===== src/rtl/ysyx_22040237_idu_stage.sv =====
// Registered, handshaked ID stage. Decodes an extended RV64I subset into one output
// pipeline register towards EXU, with flush, ebreak halt and a sticky invalid flag.
//
//   state   | meaning
//   --------+-------------------------------------------------------------
//   ST_RUN  | normal operation, instructions accepted from IFU
//   ST_HALT | ebreak accepted; input closed until reset, last bundle drains
module ysyx_22040237_idu_stage #(
    parameter int XLEN = 64,
    parameter int PC_W = 32
) (
    input  logic            clk,
    input  logic            rst,
    input  logic            in_valid,
    output logic            in_ready,
    input  logic [PC_W-1:0] in_pc,
    input  logic [31:0]     in_inst,
    input  logic            flush,
    output logic            rs1_r_en,
    output logic [4:0]      rs1_r_addr,
    output logic            rs2_r_en,
    output logic [4:0]      rs2_r_addr,
    input  logic [XLEN-1:0] rs1_data,
    input  logic [XLEN-1:0] rs2_data,
    output logic            out_valid,
    input  logic            out_ready,
    output logic [PC_W-1:0] out_pc,
    output logic [7:0]      out_alu_op,
    output logic [XLEN-1:0] out_op1,
    output logic [XLEN-1:0] out_op2,
    output logic            out_jump,
    output logic            out_branch,
    output logic [PC_W-1:0] out_jump_base,
    output logic [PC_W-1:0] out_jump_off,
    output logic            out_mem_rd,
    output logic            out_mem_wr,
    output logic [XLEN-1:0] out_store_data,
    output logic            out_rd_w_en,
    output logic [4:0]      out_rd_w_addr,
    output logic            out_ebreak,
    output logic            out_invalid,
    output logic            halted,
    output logic            invalid_seen
);

    localparam logic [7:0] ALU_NOP  = 8'h00;
    localparam logic [7:0] ALU_ADD  = 8'h01;
    localparam logic [7:0] ALU_SLT  = 8'h02;
    localparam logic [7:0] ALU_SLTU = 8'h03;
    localparam logic [7:0] ALU_XOR  = 8'h04;
    localparam logic [7:0] ALU_OR   = 8'h05;
    localparam logic [7:0] ALU_AND  = 8'h06;
    localparam logic [7:0] ALU_EQ   = 8'h08;
    localparam logic [7:0] ALU_NE   = 8'h09;

    localparam logic [6:0] OPC_OP_IMM = 7'b0010011;
    localparam logic [6:0] OPC_LUI    = 7'b0110111;
    localparam logic [6:0] OPC_AUIPC  = 7'b0010111;
    localparam logic [6:0] OPC_JAL    = 7'b1101111;
    localparam logic [6:0] OPC_JALR   = 7'b1100111;
    localparam logic [6:0] OPC_LOAD   = 7'b0000011;
    localparam logic [6:0] OPC_STORE  = 7'b0100011;
    localparam logic [6:0] OPC_BRANCH = 7'b1100011;
    localparam logic [31:0] INST_EBREAK = 32'h0010_0073;

    typedef enum logic {ST_RUN, ST_HALT} state_t;
    state_t state;

    logic [6:0] opcode;
    logic [2:0] funct3;
    logic [4:0] rd, rs1, rs2;
    logic [XLEN-1:0] imm_i, imm_s, imm_b, imm_u, imm_j, pc_x;

    assign opcode = in_inst[6:0];
    assign funct3 = in_inst[14:12];
    assign rd     = in_inst[11:7];
    assign rs1    = in_inst[19:15];
    assign rs2    = in_inst[24:20];
    assign pc_x   = XLEN'(in_pc);

    assign imm_i = XLEN'($signed(in_inst[31:20]));
    assign imm_s = XLEN'($signed({in_inst[31:25], in_inst[11:7]}));
    assign imm_b = XLEN'($signed({in_inst[31], in_inst[7], in_inst[30:25], in_inst[11:8], 1'b0}));
    assign imm_u = XLEN'($signed({in_inst[31:12], 12'b0}));
    assign imm_j = XLEN'($signed({in_inst[31], in_inst[19:12], in_inst[20], in_inst[30:21], 1'b0}));

    logic [7:0]      d_alu_op;
    logic [XLEN-1:0] d_op1, d_op2, d_store;
    logic [PC_W-1:0] d_base, d_off;
    logic            d_jump, d_branch, d_mem_rd, d_mem_wr, d_rd_en, d_ebreak, d_invalid;
    logic            d_rs1_en, d_rs2_en, d_rd_w_en;

    always_comb begin
        d_alu_op  = ALU_NOP;
        d_op1     = '0;
        d_op2     = '0;
        d_store   = '0;
        d_base    = '0;
        d_off     = '0;
        d_jump    = 1'b0;
        d_branch  = 1'b0;
        d_mem_rd  = 1'b0;
        d_mem_wr  = 1'b0;
        d_rd_en   = 1'b0;
        d_ebreak  = 1'b0;
        d_invalid = 1'b0;
        d_rs1_en  = 1'b0;
        d_rs2_en  = 1'b0;
        if (in_inst == 32'h0) begin
            d_alu_op = ALU_NOP;
        end else if (in_inst == INST_EBREAK) begin
            d_ebreak = 1'b1;
        end else begin
            case (opcode)
                OPC_OP_IMM: begin
                    d_rs1_en = 1'b1;
                    d_rd_en  = 1'b1;
                    d_op1    = rs1_data;
                    d_op2    = imm_i;
                    case (funct3)
                        3'b000:  d_alu_op = ALU_ADD;
                        3'b010:  d_alu_op = ALU_SLT;
                        3'b011:  d_alu_op = ALU_SLTU;
                        3'b100:  d_alu_op = ALU_XOR;
                        3'b110:  d_alu_op = ALU_OR;
                        3'b111:  d_alu_op = ALU_AND;
                        default: d_invalid = 1'b1;
                    endcase
                end
                OPC_LUI: begin
                    d_rd_en  = 1'b1;
                    d_alu_op = ALU_ADD;
                    d_op2    = imm_u;
                end
                OPC_AUIPC: begin
                    d_rd_en  = 1'b1;
                    d_alu_op = ALU_ADD;
                    d_op1    = pc_x;
                    d_op2    = imm_u;
                end
                OPC_JAL: begin
                    d_rd_en  = 1'b1;
                    d_alu_op = ALU_ADD;
                    d_op1    = pc_x;
                    d_op2    = XLEN'(4);
                    d_jump   = 1'b1;
                    d_base   = in_pc;
                    d_off    = PC_W'(imm_j);
                end
                OPC_JALR: begin
                    if (funct3 == 3'b000) begin
                        d_rs1_en = 1'b1;
                        d_rd_en  = 1'b1;
                        d_alu_op = ALU_ADD;
                        d_op1    = pc_x;
                        d_op2    = XLEN'(4);
                        d_jump   = 1'b1;
                        d_base   = rs1_data[PC_W-1:0];
                        d_off    = PC_W'(imm_i);
                    end else begin
                        d_invalid = 1'b1;
                    end
                end
                OPC_LOAD: begin
                    if (funct3 == 3'b011) begin
                        d_rs1_en = 1'b1;
                        d_rd_en  = 1'b1;
                        d_alu_op = ALU_ADD;
                        d_op1    = rs1_data;
                        d_op2    = imm_i;
                        d_mem_rd = 1'b1;
                    end else begin
                        d_invalid = 1'b1;
                    end
                end
                OPC_STORE: begin
                    if (funct3 == 3'b011) begin
                        d_rs1_en = 1'b1;
                        d_rs2_en = 1'b1;
                        d_alu_op = ALU_ADD;
                        d_op1    = rs1_data;
                        d_op2    = imm_s;
                        d_mem_wr = 1'b1;
                        d_store  = rs2_data;
                    end else begin
                        d_invalid = 1'b1;
                    end
                end
                OPC_BRANCH: begin
                    if (funct3 == 3'b000 || funct3 == 3'b001) begin
                        d_rs1_en = 1'b1;
                        d_rs2_en = 1'b1;
                        d_alu_op = (funct3 == 3'b000) ? ALU_EQ : ALU_NE;
                        d_op1    = rs1_data;
                        d_op2    = rs2_data;
                        d_branch = 1'b1;
                        d_base   = in_pc;
                        d_off    = PC_W'(imm_b);
                    end else begin
                        d_invalid = 1'b1;
                    end
                end
                default: d_invalid = 1'b1;
            endcase
        end
        // An undecodable word must leave no partially-decoded enables behind.
        if (d_invalid) begin
            d_alu_op = ALU_NOP;
            d_op1    = '0;
            d_op2    = '0;
            d_rs1_en = 1'b0;
            d_rs2_en = 1'b0;
            d_rd_en  = 1'b0;
            d_jump   = 1'b0;
            d_base   = '0;
            d_off    = '0;
        end
    end

    assign d_rd_w_en  = d_rd_en & (rd != 5'd0);
    assign rs1_r_en   = d_rs1_en;
    assign rs2_r_en   = d_rs2_en;
    assign rs1_r_addr = d_rs1_en ? rs1 : 5'd0;
    assign rs2_r_addr = d_rs2_en ? rs2 : 5'd0;

    logic accept;
    assign halted   = (state == ST_HALT);
    assign in_ready = ~halted & ~flush & (~out_valid | out_ready);
    assign accept   = in_valid & in_ready;

    always_ff @(posedge clk) begin
        if (rst) begin
            state          <= ST_RUN;
            invalid_seen   <= 1'b0;
            out_valid      <= 1'b0;
            out_pc         <= '0;
            out_alu_op     <= '0;
            out_op1        <= '0;
            out_op2        <= '0;
            out_jump       <= 1'b0;
            out_branch     <= 1'b0;
            out_jump_base  <= '0;
            out_jump_off   <= '0;
            out_mem_rd     <= 1'b0;
            out_mem_wr     <= 1'b0;
            out_store_data <= '0;
            out_rd_w_en    <= 1'b0;
            out_rd_w_addr  <= '0;
            out_ebreak     <= 1'b0;
            out_invalid    <= 1'b0;
        end else if (flush) begin
            out_valid <= 1'b0;
        end else if (accept) begin
            out_valid      <= 1'b1;
            out_pc         <= in_pc;
            out_alu_op     <= d_alu_op;
            out_op1        <= d_op1;
            out_op2        <= d_op2;
            out_jump       <= d_jump;
            out_branch     <= d_branch;
            out_jump_base  <= d_base;
            out_jump_off   <= d_off;
            out_mem_rd     <= d_mem_rd;
            out_mem_wr     <= d_mem_wr;
            out_store_data <= d_store;
            out_rd_w_en    <= d_rd_w_en;
            out_rd_w_addr  <= d_rd_w_en ? rd : 5'd0;
            out_ebreak     <= d_ebreak;
            out_invalid    <= d_invalid;
            if (d_invalid)
                invalid_seen <= 1'b1;
            if (d_ebreak)
                state <= ST_HALT;
        end else if (out_ready) begin
            out_valid <= 1'b0;
        end
    end

endmodule

===== config.mk =====
export PLATFORM = sky130hd
export DESIGN_NAME = ysyx_22040237_idu_stage
export DESIGN_NICKNAME = d
export VERILOG_FILES = /design/src/rtl/ysyx_22040237_idu_stage.sv
export SDC_FILE = /design/constraint.sdc
export NUM_CORES = 1
export LEC_CHECK = 0
export CAP_MARGIN = 0
export CORE_AREA = 2 2 203 205
export CTS_CLUSTER_DIAMETER = 120
export CTS_CLUSTER_SIZE = 28
export DETAILED_ROUTE_END_ITERATION = 8
export DIE_AREA = 0 0 205 207
export PLACE_DENSITY_LB_ADDON = 0.15
export SLEW_MARGIN = 20
export SYNTH_ARGS = -nofsm -noshare
export SYNTH_HDL_FRONTEND = slang
export SYNTH_SLANG_ARGS = --single-unit
export TNS_END_PERCENT = 30

===== constraint.sdc =====
create_clock -name clk -period 2 [get_ports clk]
set_input_delay 0.2 -clock clk [delete_from_list [all_inputs] [get_ports clk]]
set_output_delay 0.2 -clock clk [all_outputs]
set_load 0.01 [all_outputs]

# Word level (Yosys, flattened, before mapping)
# Index checks and enable logic that the tools add are counted.
[word_totals]
regBits = 311
inputBits = 197
output_inout_bits = 324
[op_classes]
n_eq_ne = 15
muxes = 82
n_bitwise = 8
n_reduce_logical = 15
[ops]
columns = ["cell", "n"]
rows = [
  ["64-bit 2-to-1 mux", 15],
  ["64-bit one-hot mux with 7 select lines", 1],
  ["32-bit 2-to-1 mux", 11],
  ["64-bit one-hot mux with 5 select lines", 1],
  ["32-bit one-hot mux with 3 select lines", 2],
  ["1-bit 2-to-1 mux", 37],
  ["32-bit by 21-bit equality test with 1-bit output (second input constant)", 1],
  ["32-bit logical NOT", 1],
  ["7-bit equality test (second input constant)", 3],
  ["4-bit one-hot mux with 5 select lines", 1],
  ["3-bit one-hot mux with 6 select lines", 1],
  ["5-bit 2-to-1 mux", 3],
  ["7-bit by 5-bit equality test with 1-bit output (second input constant)", 2],
  ["7-bit by 6-bit equality test with 1-bit output (second input constant)", 2],
  ["4-bit 2-to-1 mux", 3],
  ["3-bit equality test (second input constant)", 3],
  ["8-bit 2-to-1 mux", 1],
  ["2-bit OR reduction", 4],
  ["7-bit by 2-bit equality test with 1-bit output (second input constant)", 1],
  ["3-bit by 2-bit equality test with 1-bit output (second input constant)", 2],
  ["3-bit AND reduction", 2],
  ["6-bit OR reduction", 1],
  ["1-bit one-hot mux with 5 select lines", 1],
  ["5-bit nonzero test", 1],
  ["14 further kinds", 20],
]

# Logic depth before layout (Yosys ltp)
# Gate-level depths: netlist of run 1.
[logic_depth]
ltp_word = 9
mapped_depth = 8
ltp_nobuf = 5

# Worst setup path after synthesis of run 1
# OpenSTA, ideal clock, no wires.
[synth_path]
path_kind = "input to register"
startpoint = "input port in_inst[4]"
endpoint = "register out_op1[22]"
setup_time_ps = 69
arrival_ps = 1831
path_slack_ps = 100
cell_stages = 7
cell_sequence = "buf_4 -> nand3b_1 -> o311ai_1 -> a2111o_1 -> or3b_1 -> buf_2 -> o21ai_1"
[synth_between]
elab_chain_cells = 6
elab_cells_between_ends = 20
[synth_lines]
columns = ["item", "line_no", "rtl"]
rows = [
  ["start, declared", "17", "input logic [31:0] in_inst,"],
  ["7-bit equality test (tied with other cells)", "114", "case (opcode)"],
  ["3-bit OR reduction (no line) or 2-bit OR reduction (tied branches)", "--", ""],
  ["1-bit one-hot mux with 5 select lines or 64-bit one-hot mux with 5 select lines (tied branches)", "114", ""],
  ["1-bit 2-to-1 mux or 64-bit 2-to-1 mux (tied branches)", "111", "end else if (in_inst == INST_EBREAK) begin"],
  ["1-bit 2-to-1 mux or 64-bit 2-to-1 mux (tied branches)", "109", "if (in_inst == 32'h0) begin"],
  ["64-bit 2-to-1 mux (*)", "207", "if (d_invalid) begin"],
  ["end signal, assigned", "257", "out_op1 <= d_op1;"],
  ["end, declared", "29", "output logic [XLEN-1:0] out_op1,"],
]
# Mark *: on every way between the ends. The rest lies on a longest branch, timed or not.
# A chain may end at the register's enable or synchronous reset.

# Final worst setup path of run 1
[layout_path]
startpoint = "register state (netlist: halted)"
endpoint = "register out_op1[6]"
[layout_between]
elab_chain_cells = 5
[layout_lines]
columns = ["item", "line_no", "rtl"]
rows = [
  ["start, declared", "67", "state_t state;"],
  ["start signal, assigned", "233", "state <= ST_RUN;"],
  ["start signal, assigned", "273", "state <= ST_HALT;"],
  ["1-bit inverter", "228", "assign in_ready = ~halted & ~flush & (~out_valid | out_ready);"],
  ["1-bit bitwise AND (2 in series)", "228", ""],
  ["1-bit bitwise AND", "229", "assign accept = in_valid & in_ready;"],
  ["2-bit AND reduction (no line)", "--", ""],
]
# No other way between the ends.

==> metrics.txt, run 1 <==
# TYPE chip_impl_metric gauge
chip_impl_info{name="result_of_the_run",value="finished with violations"} 1
chip_impl_info{name="failed_checks",value="setup timing"} 1
chip_impl_metric{name="numCtsBuffers",unit=""} 14
chip_impl_metric{name="power",unit="mW"} 10.4
chip_impl_info{name="most_common_library_cells_after_synthesis",value="296 x sky130_fd_sc_hd__dfxtp_1, 186 x sky130_fd_sc_hd__nand2_1, 109 x sky130_fd_sc_hd__a22o_1, 87 x sky130_fd_sc_hd__o21ai_0, 76 x sky130_fd_sc_hd__a22oi_1"} 1
chip_impl_metric{name="final-setup-viol-count",unit=""} 31
chip_impl_metric{name="power_density_normalized_to_cell_area",unit="mW/mm^2"} 573
chip_impl_metric{name="number_of_buffer_and_inverter_stages_on_the_critical_path",unit=""} 1
chip_impl_metric{name="floorplan.die.width",unit="um"} 205
chip_impl_metric{name="yosysSeqAreaShare",unit="%"} 53.9
chip_impl_metric{name="yosys_register_bits",unit=""} 296
chip_impl_metric{name="worst_ep_arrival_time",unit="ns"} 2.49
chip_impl_info{name="synth_ff_type",value="sky130_fd_sc_hd__dfxtp_1"} 1
chip_impl_metric{name="grt_util_all_layers",unit="%"} 21.0
chip_impl_metric{name="via_per_inst",unit=""} 4.94
chip_impl_metric{name="timing_worst_slew_pin_value",unit="ns"} 0.524
chip_impl_info{name="cpMaxStageDelayCell",value="sky130_fd_sc_hd__or3b_4"} 1
chip_impl_metric{name="pin_count",unit=""} 521
chip_impl_metric{name="critical-path-max-stage-delay",unit="ns"} 0.51
chip_impl_metric{name="multiInputGateArea",unit="sq mm"} 0.00477
chip_impl_metric{name="final.period_utilization",unit="%"} 102
chip_impl_metric{name="coreArea",unit="sq mm"} 0.0404
chip_impl_metric{name="finalClockSkew",unit="ns"} 0.0122
chip_impl_info{name="ctsRootBufferMaster",value="sky130_fd_sc_hd__clkbuf_16"} 1
chip_impl_metric{name="antenna_violations_before_repair",unit=""} 1
chip_impl_metric{name="grt_start_max_net_pins",unit=""} 48
chip_impl_metric{name="clock_insertion_delay_worst_skew",unit="ns"} 0.50
chip_impl_info{name="cp_cell_sequence",value="nor2_2, nand4_1, a2111o_1, or3b_4, clkbuf_16, o21ai_2"} 1
chip_impl_info{name="crit_path_end_kind",value="flop"} 1
chip_impl_metric{name="h_tree_lvl_count",unit=""} 1
chip_impl_metric{name="design.die.area",unit="sq mm"} 0.0424
chip_impl_metric{name="synth_area_per_cell",unit="sq um"} 9.56
chip_impl_info{name="critPathKind",value="flop to flop"} 1
chip_impl_metric{name="syn_inst",unit=""} 1149
chip_impl_metric{name="synth_warnings",unit=""} 0
chip_impl_metric{name="cts.hold.buffers_added",unit=""} 0
chip_impl_metric{name="static-leakage-power",unit="nW"} 6.78
chip_impl_metric{name="critical_path_required",unit="ns"} 2.45
chip_impl_metric{name="per_cell_routed_wire_length",unit="um"} 21.4
chip_impl_metric{name="first_global_vias",unit=""} 10842
chip_impl_metric{name="final_hold_viol_count",unit=""} 0
chip_impl_metric{name="drv_slew",unit=""} 0
chip_impl_metric{name="num-nets-final",unit=""} 1906
chip_impl_metric{name="synth_enable_flop_cells",unit=""} 0
chip_impl_metric{name="initial_core_utilization",unit="%"} 27.2
chip_impl_metric{name="port_buffers",unit=""} 516
chip_impl_metric{name="detailedPlace.worstSlack",unit="ns"} -0.695
chip_impl_metric{name="placement_rows",unit=""} 74
chip_impl_metric{name="postSynth.asyncResetShare",unit="%"} 0
chip_impl_metric{name="setup_slack",unit="ns"} -0.0476
chip_impl_info{name="yosysMostFrequentCell",value="sky130_fd_sc_hd__dfxtp_1"} 1
chip_impl_metric{name="detailedRoute.firstPassIterationCount",unit=""} 5
chip_impl_metric{name="synthesis.area",unit="sq mm"} 0.0110
chip_impl_metric{name="layout_min_cycle_time",unit="ns"} 2.05
chip_impl_metric{name="drc_markers",unit=""} 0
chip_impl_info{name="rsz_0062_raised_after_global_routing",value="yes"} 1
chip_impl_info{name="yosys-top-cells-area",value="sky130_fd_sc_hd__dfxtp_1 54%, sky130_fd_sc_hd__a22o_1 8.7%, sky130_fd_sc_hd__nand2_1 6.4%"} 1
chip_impl_info{name="hold_path_class",value="input port to flop"} 1
chip_impl_info{name="synth_largest_area_cell",value="sky130_fd_sc_hd__dfxtp_1"} 1
chip_impl_metric{name="achievable-frequency",unit="GHz"} 0.488
chip_impl_metric{name="synthDistinctLibCells",unit=""} 54
chip_impl_metric{name="first_iter_violations",unit=""} 579
chip_impl_metric{name="fill_cells",unit=""} 3967
chip_impl_info{name="tritoncts",value="yes"} 1
chip_impl_metric{name="clockBufferDepth",unit=""} 3
chip_impl_metric{name="post-synth-top-area-fraction",unit="%"} 53.9
chip_impl_metric{name="via_count",unit=""} 11085
chip_impl_info{name="cp-start-kind",value="flop"} 1
chip_impl_metric{name="die_height",unit="um"} 207
chip_impl_metric{name="maxCapViolations",unit=""} 0
chip_impl_metric{name="wl",unit="um"} 47900
chip_impl_metric{name="irDropWorstVdd",unit="V"} 0.000551
chip_impl_metric{name="grt_pass1_wl",unit="um"} 69200
chip_impl_metric{name="post-dp-hpwl",unit="um"} 35800
chip_impl_metric{name="clk_pin_slew_worst_paths",unit="ns"} 0.11
chip_impl_metric{name="cts_sinks",unit=""} 296
chip_impl_metric{name="flow.area_growth_from_synthesis",unit="%"} 65.4
chip_impl_metric{name="crit_path_max_fanout",unit=""} 8
chip_impl_metric{name="grt_overflow_total",unit=""} 0
chip_impl_metric{name="slew_margin_rel",unit="%"} 65.1
chip_impl_metric{name="rd_place_congestion",unit=""} 0.852
chip_impl_metric{name="final_antenna_net_count",unit=""} 0
chip_impl_info{name="critical-path-top-delay-family",value="simple AND/OR/NAND/NOR gates"} 1
chip_impl_metric{name="post_route_cells_drive_above_1_share",unit="%"} 13.3
chip_impl_metric{name="regArea",unit="sq mm"} 0.00593
-- through the flow --
stage               instance area (sq um)  cells  hold slack, ns  TNS, ns  utilization (%)
finish                              18200   2242           0.199   -0.869             45.0
global route                        18200   2242           0.241    -2.04             45.0
CTS                                 18000   2239           0.218  -0.0182             44.5
detailed placement                  17500   2219           0.438  -127.24             43.5
global placement                    17500   2219           0.433  -120.17             43.5
floorplan                           11000   1152           0.278        0                -
-- layout make-up --
type | instances | share of cell area, %
clock inverter | 1 | 0.0895
sequential | 296 | 32.6
antenna | 1 | 0.0138
inverter | 10 | 0.207
timing repair buffer | 654 | 35.1
multi-input combinational | 733 | 26.3
clock buffer | 15 | 2.07
tap | 532 | 3.66
-- tightest hold or removal path: stages --
cell and delay (ns):
sky130_fd_sc_hd__clkbuf_2 0.15, sky130_fd_sc_hd__buf_4 0.18, sky130_fd_sc_hd__o21ai_0 0.07, sky130_fd_sc_hd__o21ai_0 0.07
-- logic make-up (layout without fill, tap and decap cells) --
kind of cell | after synthesis | count (layout) | share of synthesized area (%)
AND/OR/NAND/NOR | 291 | 291 | 12.5
other | 1 | 5 | 0.0341
flip-flops | 296 | 296 | 53.9
XOR/XNOR | 1 | 1 | 0.0797
multiplexers | 1 | 1 | 0.0911
buffers and inverters | 123 | 680 | 5.12
AO/OA/AOI/OAI | 436 | 436 | 28.3
-- per-layer routing --
layer / part of all wire, % / vias up / global-route usage (%)
met5: 0 / - / 0
met4: 2.3 / 0 / 5.36
met3: 9.4 / 54 / 6.75
met2: 48 / 429 / 36.3
met1: 40 / 5332 / 25.0
li1: - / 5270 / -
-- final timing paths --
kind | startpoint | endpoint | cells past startpoint | slack [ns]
hold / removal | in_inst[13] | out_alu_op[1]$_SDFFE_PP0P_ | 4 | 0.20
setup reg to reg | halted$_SDFFE_PP0P_ | out_op1[6]$_SDFFE_PP0P_ | 6 | -0.05
setup / recovery | halted$_SDFFE_PP0P_ | out_op1[6]$_SDFFE_PP0P_ | 6 | -0.05
hold reg to reg | out_invalid$_SDFFE_PP0P_ | out_invalid$_SDFFE_PP0P_ | 2 | 0.45
-- layout by cell type (no fill, tap or decap), types with 11 or more instances in the layout --
cell type / instances
sky130_fd_sc_hd__nand2_1: 186
sky130_fd_sc_hd__a22o_1: 109
sky130_fd_sc_hd__buf_4: 116
sky130_fd_sc_hd__clkdlybuf4s50_1: 492
sky130_fd_sc_hd__buf_12: 15
sky130_fd_sc_hd__a211o_1: 34
sky130_fd_sc_hd__o21ai_2: 24
sky130_fd_sc_hd__a22oi_1: 76
sky130_fd_sc_hd__a221oi_1: 19
sky130_fd_sc_hd__clkbuf_16: 17
sky130_fd_sc_hd__dfxtp_1: 294
sky130_fd_sc_hd__a21oi_1: 47
sky130_fd_sc_hd__and2_1: 41
sky130_fd_sc_hd__buf_2: 11
sky130_fd_sc_hd__o21ai_0: 85
-- flip-flops by register name (all words and copies together), names as in the netlist, 4 cells and up --
name            count
out_alu_op          4
out_jump_base      32
out_jump_off       21
out_op1            64
out_op2            64
out_pc             32
out_rd_w_addr       5
out_store_data     64
-- where the power goes --
part | switching, mW | internal [mW] | total, mW
registers | 0.0181 | 5.93 | 5.95
clock network | 1.98 | 1.37 | 3.35
logic | 0.518 | 0.596 | 1.11
total | 2.52 | 7.90 | 10.4
-- what timing repair did --
action,in CTS,in global routing
setup buffers,4,0
endpoints found under the setup margin,120,93
gates resized for setup,75,45
pin swaps,8,33
gates cloned,0,3
Note: power is estimated with default switching activity, not from simulation.
==> inputs of run 2 (changes only) <==
--- a/config.mk
+++ b/config.mk
@@ -11,6 +11,7 @@
 export CTS_CLUSTER_SIZE = 28
 export DETAILED_ROUTE_END_ITERATION = 8
 export DIE_AREA = 0 0 205 207
+export GPL_TIMING_DRIVEN = 0
 export PLACE_DENSITY_LB_ADDON = 0.15
 export SLEW_MARGIN = 20
 export SYNTH_ARGS = -nofsm -noshare
==> run 2 against run 1 <==
Compared with the run above: the flow now finishes without violations; clock power grew 7.8%; global-route usage grew 2.0 points; total power grew 2.2%; design area shrank 1.3%; count of clock-buffer cells in the layout grew 1; non-clock buffer count grew 13; sequential share of layout area grew 0.43 points; utilization shrank 0.57 points; register-to-register slack gained 0.07 ns; final cell count grew 0.67%; largest power group unchanged; highest routed layer is now met5.
==> metrics.txt, run 2 (same netlist as run 1, synthesis figures left out) <==
# TYPE chip_impl_metric gauge
chip_impl_metric{name="rd_place_congestion",unit=""} 0.856
chip_impl_metric{name="pin_count",unit=""} 521
chip_impl_metric{name="h_tree_lvl_count",unit=""} 1
chip_impl_metric{name="irDropWorstVdd",unit="V"} 0.000416
chip_impl_metric{name="power_switching_share",unit="%"} 23.9
chip_impl_metric{name="per_cell_routed_wire_length",unit="um"} 22.8
chip_impl_metric{name="dpl_cell_area",unit="sq mm"} 0.0168
chip_impl_metric{name="antennaDiodeCount",unit=""} 0
chip_impl_metric{name="floorplan.die.width",unit="um"} 205
chip_impl_metric{name="die_height",unit="um"} 207
chip_impl_metric{name="numCtsBuffers",unit=""} 14
chip_impl_metric{name="static-leakage-power",unit="nW"} 6.69
chip_impl_info{name="leading_cell_type_in_the_layout_fill_and_taps_excluded",value="sky130_fd_sc_hd__clkdlybuf4s50_1"} 1
chip_impl_metric{name="design_area",unit="sq mm"} 0.0179
chip_impl_metric{name="first_iter_violations",unit=""} 613
chip_impl_metric{name="worstSetupPathDepth",unit=""} 6
chip_impl_info{name="crit_path_end_kind",value="flop"} 1
chip_impl_metric{name="clock_insertion_delay_worst_skew",unit="ns"} 0.51
chip_impl_metric{name="p_clk_share",unit="%"} 33.9
chip_impl_metric{name="post_route_cells_drive_above_1_share",unit="%"} 12.2
chip_impl_metric{name="num-nets-final",unit=""} 1919
chip_impl_info{name="rsz_0062_raised_after_global_routing",value="yes"} 1
chip_impl_info{name="hold_path_class",value="input port to flop"} 1
chip_impl_metric{name="crit_path_max_fanout",unit=""} 10
chip_impl_metric{name="slew_margin_rel",unit="%"} 42.8
chip_impl_info{name="cpMaxStageDelayCell",value="sky130_fd_sc_hd__a2111o_2"} 1
chip_impl_metric{name="clockBufferDepth",unit=""} 3
chip_impl_metric{name="power_density_normalized_to_cell_area",unit="mW/mm^2"} 593
chip_impl_metric{name="clk_pin_slew_worst_paths",unit="ns"} 0.12
chip_impl_metric{name="critical-path-max-stage-delay",unit="ns"} 0.47
chip_impl_metric{name="comb_power_share",unit="%"} 10.2
chip_impl_metric{name="post-route-util",unit="%"} 44.4
chip_impl_info{name="timing.critical_path.from",value="halted$_SDFFE_PP0P_"} 1
chip_impl_info{name="rr_endpoint",value="out_op1[8]$_SDFFE_PP0P_"} 1
chip_impl_metric{name="maxCapViolations",unit=""} 0
chip_impl_info{name="tritoncts",value="yes"} 1
chip_impl_metric{name="internal_power",unit="mW"} 8.09
chip_impl_metric{name="drv_slew",unit=""} 0
chip_impl_metric{name="switchingPower",unit="mW"} 2.55
chip_impl_metric{name="ff2ff_setup_slack",unit="ns"} 0.03
chip_impl_info{name="critPathKind",value="flop to flop"} 1
chip_impl_info{name="critical-path-top-delay-family",value="simple AND/OR/NAND/NOR gates"} 1
chip_impl_metric{name="finalClockSkew",unit="ns"} 0.0179
chip_impl_metric{name="final_hold_viol_count",unit=""} 0
chip_impl_info{name="r2r_start",value="halted$_SDFFE_PP0P_"} 1
chip_impl_info{name="ctsRootBufferMaster",value="sky130_fd_sc_hd__clkbuf_16"} 1
chip_impl_metric{name="via_count",unit=""} 11305
chip_impl_metric{name="final-setup-viol-count",unit=""} 0
chip_impl_metric{name="wl",unit="um"} 51400
chip_impl_metric{name="initial_core_utilization",unit="%"} 27.2
chip_impl_metric{name="grt_overflow_total",unit=""} 0
chip_impl_metric{name="grt_pass1_wl",unit="um"} 74500
chip_impl_metric{name="cts.hold.buffers_added",unit=""} 0
chip_impl_metric{name="whs",unit="ns"} 0.191
chip_impl_metric{name="detailedRoute.firstPassIterationCount",unit=""} 6
chip_impl_info{name="critPathCapture",value="out_op1[8]$_SDFFE_PP0P_"} 1
chip_impl_metric{name="drc_markers",unit=""} 0
chip_impl_metric{name="number_of_buffer_and_inverter_stages_on_the_critical_path",unit=""} 1
chip_impl_metric{name="flow.area_growth_from_synthesis",unit="%"} 63.3
chip_impl_metric{name="grt_start_max_net_pins",unit=""} 29
chip_impl_metric{name="grt_util_all_layers",unit="%"} 23.0
chip_impl_metric{name="final_antenna_net_count",unit=""} 0
chip_impl_metric{name="final.period_utilization",unit="%"} 98.7
chip_impl_metric{name="design.die.area",unit="sq mm"} 0.0424
chip_impl_metric{name="worst_ep_arrival_time",unit="ns"} 2.41
chip_impl_metric{name="layout_min_cycle_time",unit="ns"} 1.97
chip_impl_metric{name="placed_cells_incl_taps",unit=""} 2199
chip_impl_metric{name="achievable-frequency",unit="GHz"} 0.506
chip_impl_info{name="largest_registers",value="out_op1: 64 flops, out_op2: 64 flops, out_store_data: 64 flops"} 1
chip_impl_metric{name="post-dp-hpwl",unit="um"} 39300
chip_impl_metric{name="sequential_cell_fraction_of_total_power",unit="%"} 55.9
chip_impl_metric{name="timing.reg2reg.worst_path_depth",unit=""} 6
chip_impl_metric{name="placement_rows",unit=""} 74
chip_impl_metric{name="antenna_violations_before_repair",unit=""} 1
chip_impl_metric{name="cts_sinks",unit=""} 296
chip_impl_info{name="result_of_the_run",value="complete, no violations"} 1
chip_impl_metric{name="setup_total_negative_slack",unit="ns"} 0
chip_impl_metric{name="port_buffers",unit=""} 514
chip_impl_metric{name="timing_worst_slew_pin_value",unit="ns"} 0.853
chip_impl_metric{name="final-instance-count-excl-fill",unit=""} 2257
chip_impl_info{name="mostFrequentLayoutCells",value="492 x sky130_fd_sc_hd__clkdlybuf4s50_1, 293 x sky130_fd_sc_hd__dfxtp_1, 185 x sky130_fd_sc_hd__nand2_1"} 1
chip_impl_metric{name="coreArea",unit="sq mm"} 0.0404
chip_impl_info{name="cp_cell_sequence",value="nor2_4, nand4_1, a2111o_2, or3b_4, buf_8, o21ai_1"} 1
chip_impl_metric{name="critical_path_required",unit="ns"} 2.44
chip_impl_metric{name="first_global_vias",unit=""} 11349
chip_impl_metric{name="via_per_inst",unit=""} 5.01
chip_impl_info{name="cp-start-kind",value="flop"} 1
[run 2: worst reg2reg max path, stage by stage (launching register included)]
cell                       delay, ns
sky130_fd_sc_hd__dfxtp_2        0.36
sky130_fd_sc_hd__nor2_4         0.09
sky130_fd_sc_hd__nand4_1        0.20
sky130_fd_sc_hd__a2111o_2       0.48
sky130_fd_sc_hd__or3b_4         0.46
sky130_fd_sc_hd__buf_8          0.18
sky130_fd_sc_hd__o21ai_1        0.15
[run 2: layout make-up]
class	instances	area, sq um
timing repair buffer	556	5400
tap	532	666
fill	3909	22400
buffer	111	697
inverter	10	37.5
clock buffer	16	379
sequential	296	5930
multi-input combinational	733	4770
clock inverter	3	65.1
[run 2: how the worst min path moves through the flow]
| stage | end | cells past startpoint | slack, ns | start |
|---|---|---|---|---|
| floorplan | out_valid$_SDFFE_PP0P_ | 1 | 0.28 | flush |
| global placement | out_jump_base[5]$_SDFFE_PP0P_ | 2 | 0.43 | out_jump_base[5]$_SDFFE_PP0P_ |
| detailed placement | out_rd_w_en$_SDFFE_PP0P_ | 1 | 0.44 | out_rd_w_en$_SDFFE_PP0P_ |
| CTS | out_op1[33]$_SDFFE_PP0P_ | 2 | 0.26 | rs1_data[33] |
| global route | out_jump_off[10]$_SDFFE_PP0P_ | 2 | 0.20 | in_inst[30] |
| finish | out_jump_off[10]$_SDFFE_PP0P_ | 2 | 0.19 | in_inst[30] |
[run 2: power groups by stage]
stage | Clock, mW | Sequential, mW | Combinational, mW
3_5_place_dp | 0 | 6.08 | 1.00
5_1_grt | 3.93 | 5.95 | 1.16
3_3_place_gp | 0 | 6.08 | 1.00
6_report | 3.61 | 5.95 | 1.09
4_1_cts | 3.74 | 5.95 | 1.07
2_1_floorplan | 0 | 6.09 | 0.261
[run 2: repair_timing]
item / 4_1_cts / 5_1_grt
buffers inserted: 36 / 5
endpoints found under the setup margin: 284 / 147
resized for setup: 165 / 57
pin swaps: 12 / 11
[run 2: per-layer routing]
metal	GRT usage [%]	vias up	part of all wire (%)
met4	4.84	2	2.0
met5	0	-	0.025
met3	7.87	59	10
met1	26.4	5439	38
li1	-	5309	-
met2	41.2	496	49
[run 2: through the flow]
stage / total power [mW] / worst slack (ns)
finish: 10.6 / 0.0254
global route: 11.0 / -0.0467
floorplan: 6.36 / 0.0997
detailed placement: 7.08 / -1.62
global placement: 7.08 / -1.62
CTS: 10.8 / -0.0313
==> inputs of run 3 (changes only) <==
--- a/config.mk
+++ b/config.mk
@@ -6,11 +6,10 @@
 export NUM_CORES = 1
 export LEC_CHECK = 0
 export CAP_MARGIN = 0
-export CORE_AREA = 2 2 203 205
+export CORE_ASPECT_RATIO = 0.75
+export CORE_UTILIZATION = 30
 export CTS_CLUSTER_DIAMETER = 120
-export CTS_CLUSTER_SIZE = 28
 export DETAILED_ROUTE_END_ITERATION = 8
-export DIE_AREA = 0 0 205 207
 export GPL_TIMING_DRIVEN = 0
 export PLACE_DENSITY_LB_ADDON = 0.15
 export SLEW_MARGIN = 20
==> run 3 against run 2 <==
Compared with the run above: global-route usage grew 1.8 points; combinational power hardly changed; worst setup slack improved by 0.023 ns; flip-flop and latch count is the same; hold slack gained 0.0080 ns; first-iteration DRC count increased by 55%; final cell count shrank 1.7%; critical path depth increased by 4; utilization is 6.2 points higher.
==> metrics.txt, run 3 (same netlist as run 1, synthesis figures left out) <==
# TYPE chip_impl_metric gauge
chip_impl_metric{name="met2_usage",unit="%"} 39.4
chip_impl_metric{name="timing.reg2reg.worst_path_depth",unit=""} 6
chip_impl_metric{name="grtUsageMet3",unit="%"} 7.21
chip_impl_info{name="critPathKind",value="input port to flop"} 1
chip_impl_metric{name="finalClockSkew",unit="ns"} 0.0195
chip_impl_metric{name="post-dp-hpwl",unit="um"} 36700
chip_impl_metric{name="final.period_utilization",unit="%"} 97.6
chip_impl_metric{name="ff2ff_setup_slack",unit="ns"} 0.06
chip_impl_metric{name="initial_core_utilization",unit="%"} 30.6
chip_impl_metric{name="cts_sinks",unit=""} 296
chip_impl_metric{name="h_tree_lvl_count",unit=""} 1
chip_impl_metric{name="achievable-frequency",unit="GHz"} 0.512
chip_impl_metric{name="pin_count",unit=""} 521
chip_impl_metric{name="clockBufferDepth",unit=""} 3
chip_impl_metric{name="drv_slew",unit=""} 0
chip_impl_metric{name="design.die.area",unit="sq mm"} 0.0374
chip_impl_metric{name="via_count",unit=""} 11357
chip_impl_metric{name="port_buffers",unit=""} 514
chip_impl_metric{name="coreArea",unit="sq mm"} 0.0360
chip_impl_info{name="timing.critical_path.from",value="in_inst[12]"} 1
chip_impl_metric{name="antenna_violations_before_repair",unit=""} 2
chip_impl_metric{name="post_route_cells_drive_above_1_share",unit="%"} 11.9
chip_impl_info{name="result_of_the_run",value="complete, no violations"} 1
chip_impl_metric{name="flow.area_growth_from_synthesis",unit="%"} 65.7
chip_impl_metric{name="cts.hold.buffers_added",unit=""} 0
chip_impl_metric{name="first_global_vias",unit=""} 10901
chip_impl_info{name="hold_path_class",value="input port to flop"} 1
chip_impl_info{name="crit_path_end_kind",value="flop"} 1
chip_impl_metric{name="placed_cells_incl_taps",unit=""} 2131
chip_impl_metric{name="maxCapViolations",unit=""} 0
chip_impl_metric{name="per_cell_routed_wire_length",unit="um"} 22.0
chip_impl_info{name="largest_registers",value="out_op1: 64 flops, out_op2: 64 flops, out_store_data: 64 flops"} 1
chip_impl_metric{name="post-route-util",unit="%"} 50.6
chip_impl_metric{name="final_antenna_net_count",unit=""} 0
chip_impl_metric{name="final-instance-count-excl-fill",unit=""} 2218
chip_impl_info{name="critPathCapture",value="out_jump_base[3]$_SDFFE_PP0P_"} 1
chip_impl_metric{name="slew_margin_rel",unit="%"} 56.1
chip_impl_info{name="ctsRootBufferMaster",value="sky130_fd_sc_hd__clkbuf_16"} 1
chip_impl_metric{name="grt_util_all_layers",unit="%"} 24.9
chip_impl_metric{name="detailedRoute.firstPassIterationCount",unit=""} 6
chip_impl_info{name="rr_endpoint",value="out_op1[10]$_SDFFE_PP0P_"} 1
chip_impl_metric{name="floorplan.die.width",unit="um"} 223
chip_impl_info{name="grt_busiest_layer",value="met2"} 1
chip_impl_metric{name="timing_worst_slew_pin_value",unit="ns"} 0.654
chip_impl_metric{name="critical_path_required",unit="ns"} 2.51
chip_impl_metric{name="rd_place_congestion",unit=""} 0.889
chip_impl_info{name="leading_cell_type_in_the_layout_fill_and_taps_excluded",value="sky130_fd_sc_hd__clkdlybuf4s50_1"} 1
chip_impl_metric{name="num-nets-final",unit=""} 1928
chip_impl_info{name="tritoncts",value="yes"} 1
chip_impl_metric{name="irDropWorstVdd",unit="V"} 0.000591
chip_impl_metric{name="grt_overflow_total",unit=""} 0
chip_impl_metric{name="layout_min_cycle_time",unit="ns"} 1.95
chip_impl_metric{name="final_hold_viol_count",unit=""} 0
chip_impl_metric{name="final-setup-viol-count",unit=""} 0
chip_impl_metric{name="wl",unit="um"} 48800
chip_impl_metric{name="groute.layer.met1.usage",unit="%"} 33.0
chip_impl_info{name="cp-start-kind",value="input port"} 1
chip_impl_metric{name="grt_start_max_net_pins",unit=""} 16
chip_impl_metric{name="die_height",unit="um"} 168
chip_impl_metric{name="via_per_inst",unit=""} 5.12
chip_impl_metric{name="static-leakage-power",unit="nW"} 6.86
chip_impl_metric{name="first_iter_violations",unit=""} 948
chip_impl_metric{name="numCtsBuffers",unit=""} 31
chip_impl_metric{name="power_density_normalized_to_cell_area",unit="mW/mm^2"} 697
chip_impl_metric{name="clk_pin_slew_worst_paths",unit="ns"} 0.06
chip_impl_info{name="r2r_start",value="halted$_SDFFE_PP0P_"} 1
chip_impl_metric{name="drc_markers",unit=""} 0
chip_impl_metric{name="placement_rows",unit=""} 60
chip_impl_info{name="mostFrequentLayoutCells",value="493 x sky130_fd_sc_hd__clkdlybuf4s50_1, 295 x sky130_fd_sc_hd__dfxtp_1, 185 x sky130_fd_sc_hd__nand2_1"} 1
chip_impl_metric{name="worst_ep_arrival_time",unit="ns"} 2.46
chip_impl_metric{name="grt_pass1_wl",unit="um"} 70900
chip_impl_metric{name="crit_path_max_fanout",unit=""} 10
chip_impl_metric{name="clock_insertion_delay_worst_skew",unit="ns"} 0.58
## run 3: cell types whose count changed in the layout (fill, tap and decap cells not counted), sizes merged
cell,change
buf,-1
clkbuf,+19
clkdlybuf4s15,+1
clkdlybuf4s50,+1
clkinv,+8
diode,+1
dlygate4sd2,-1
dlymetal6s2s,-1
inv,+1
## run 3: layer usage
| layer | vias up | wire length [um] |
|---|---|---|
| li1 | 5349 | - |
| met1 | 5511 | 21500 |
| met2 | 427 | 22300 |
| met3 | 68 | 3920 |
| met4 | 2 | 1050 |
| met5 | - | 11 |
## run 3: worst min path at each step
stage / start / endpoint / cells past startpoint
floorplan: flush / out_valid$_SDFFE_PP0P_ / 1
global placement: out_op2[2]$_SDFFE_PP0P_ / out_op2[2]$_SDFFE_PP0P_ / 1
detailed placement: out_invalid$_SDFFE_PP0P_ / out_invalid$_SDFFE_PP0P_ / 2
CTS: in_inst[13] / out_alu_op[1]$_SDFFE_PP0P_ / 5
global route: rs1_data[58] / out_op1[58]$_SDFFE_PP0P_ / 2
finish: in_inst[14] / out_alu_op[2]$_SDFFE_PP0P_ / 5
## run 3: cell type report
| class | instances | area [sq um] |
|---|---|---|
| fillers | 3373 | 17700 |
| repair buffers | 547 | 5340 |
| flip-flops and latches | 296 | 5930 |
| clock buffers | 42 | 857 |
| plain buffers | 112 | 644 |
| clock inverters | 12 | 118 |
| multi-input cells | 733 | 4700 |
| inverters | 10 | 37.5 |
| well taps | 465 | 582 |
| diodes | 1 | 2.50 |
## run 3: critical path, stage by stage
cell and delay, ns:
sky130_fd_sc_hd__clkdlybuf4s15_2 0.21, sky130_fd_sc_hd__buf_6 0.13, sky130_fd_sc_hd__or3_4 0.39, sky130_fd_sc_hd__nor4_4 0.18, sky130_fd_sc_hd__buf_4 0.18, sky130_fd_sc_hd__buf_4 0.10, sky130_fd_sc_hd__buf_4 0.19, sky130_fd_sc_hd__buf_1 0.44
sky130_fd_sc_hd__a22oi_1 0.26, sky130_fd_sc_hd__o21ai_0 0.19
## run 3: repair_timing
action	4_1_cts	5_1_grt
cloned	0	0
gates resized for setup	146	41
endpoints found under the setup margin	285	150
endpoints found under the hold margin	0	0
setup buffers	28	5
pin swaps	13	6
## run 3: where the power goes
group / internal, mW / switching [mW]
registers: 5.93 / 0.0173
logic: 0.524 / 0.536
clock network: 3.24 / 2.45
total: 9.69 / 3.00
## run 3: through the flow
stage / power, mW / setup TNS, ns / setup slack, ns / hold WS [ns] / cell area, sq um
2_1_floorplan: 6.36 / 0 / 0.0997 / 0.278 / 11000
3_3_place_gp: 7.06 / -337.40 / -1.49 / 0.435 / 16700
3_5_place_dp: 7.06 / -342.25 / -1.51 / 0.437 / 16700
4_1_cts: 12.8 / -0.00214 / -0.00214 / 0.182 / 18100
5_1_grt: 13.1 / -0.0802 / -0.0332 / 0.207 / 18200
6_report: 12.7 / 0 / 0.0480 / 0.199 / 18200
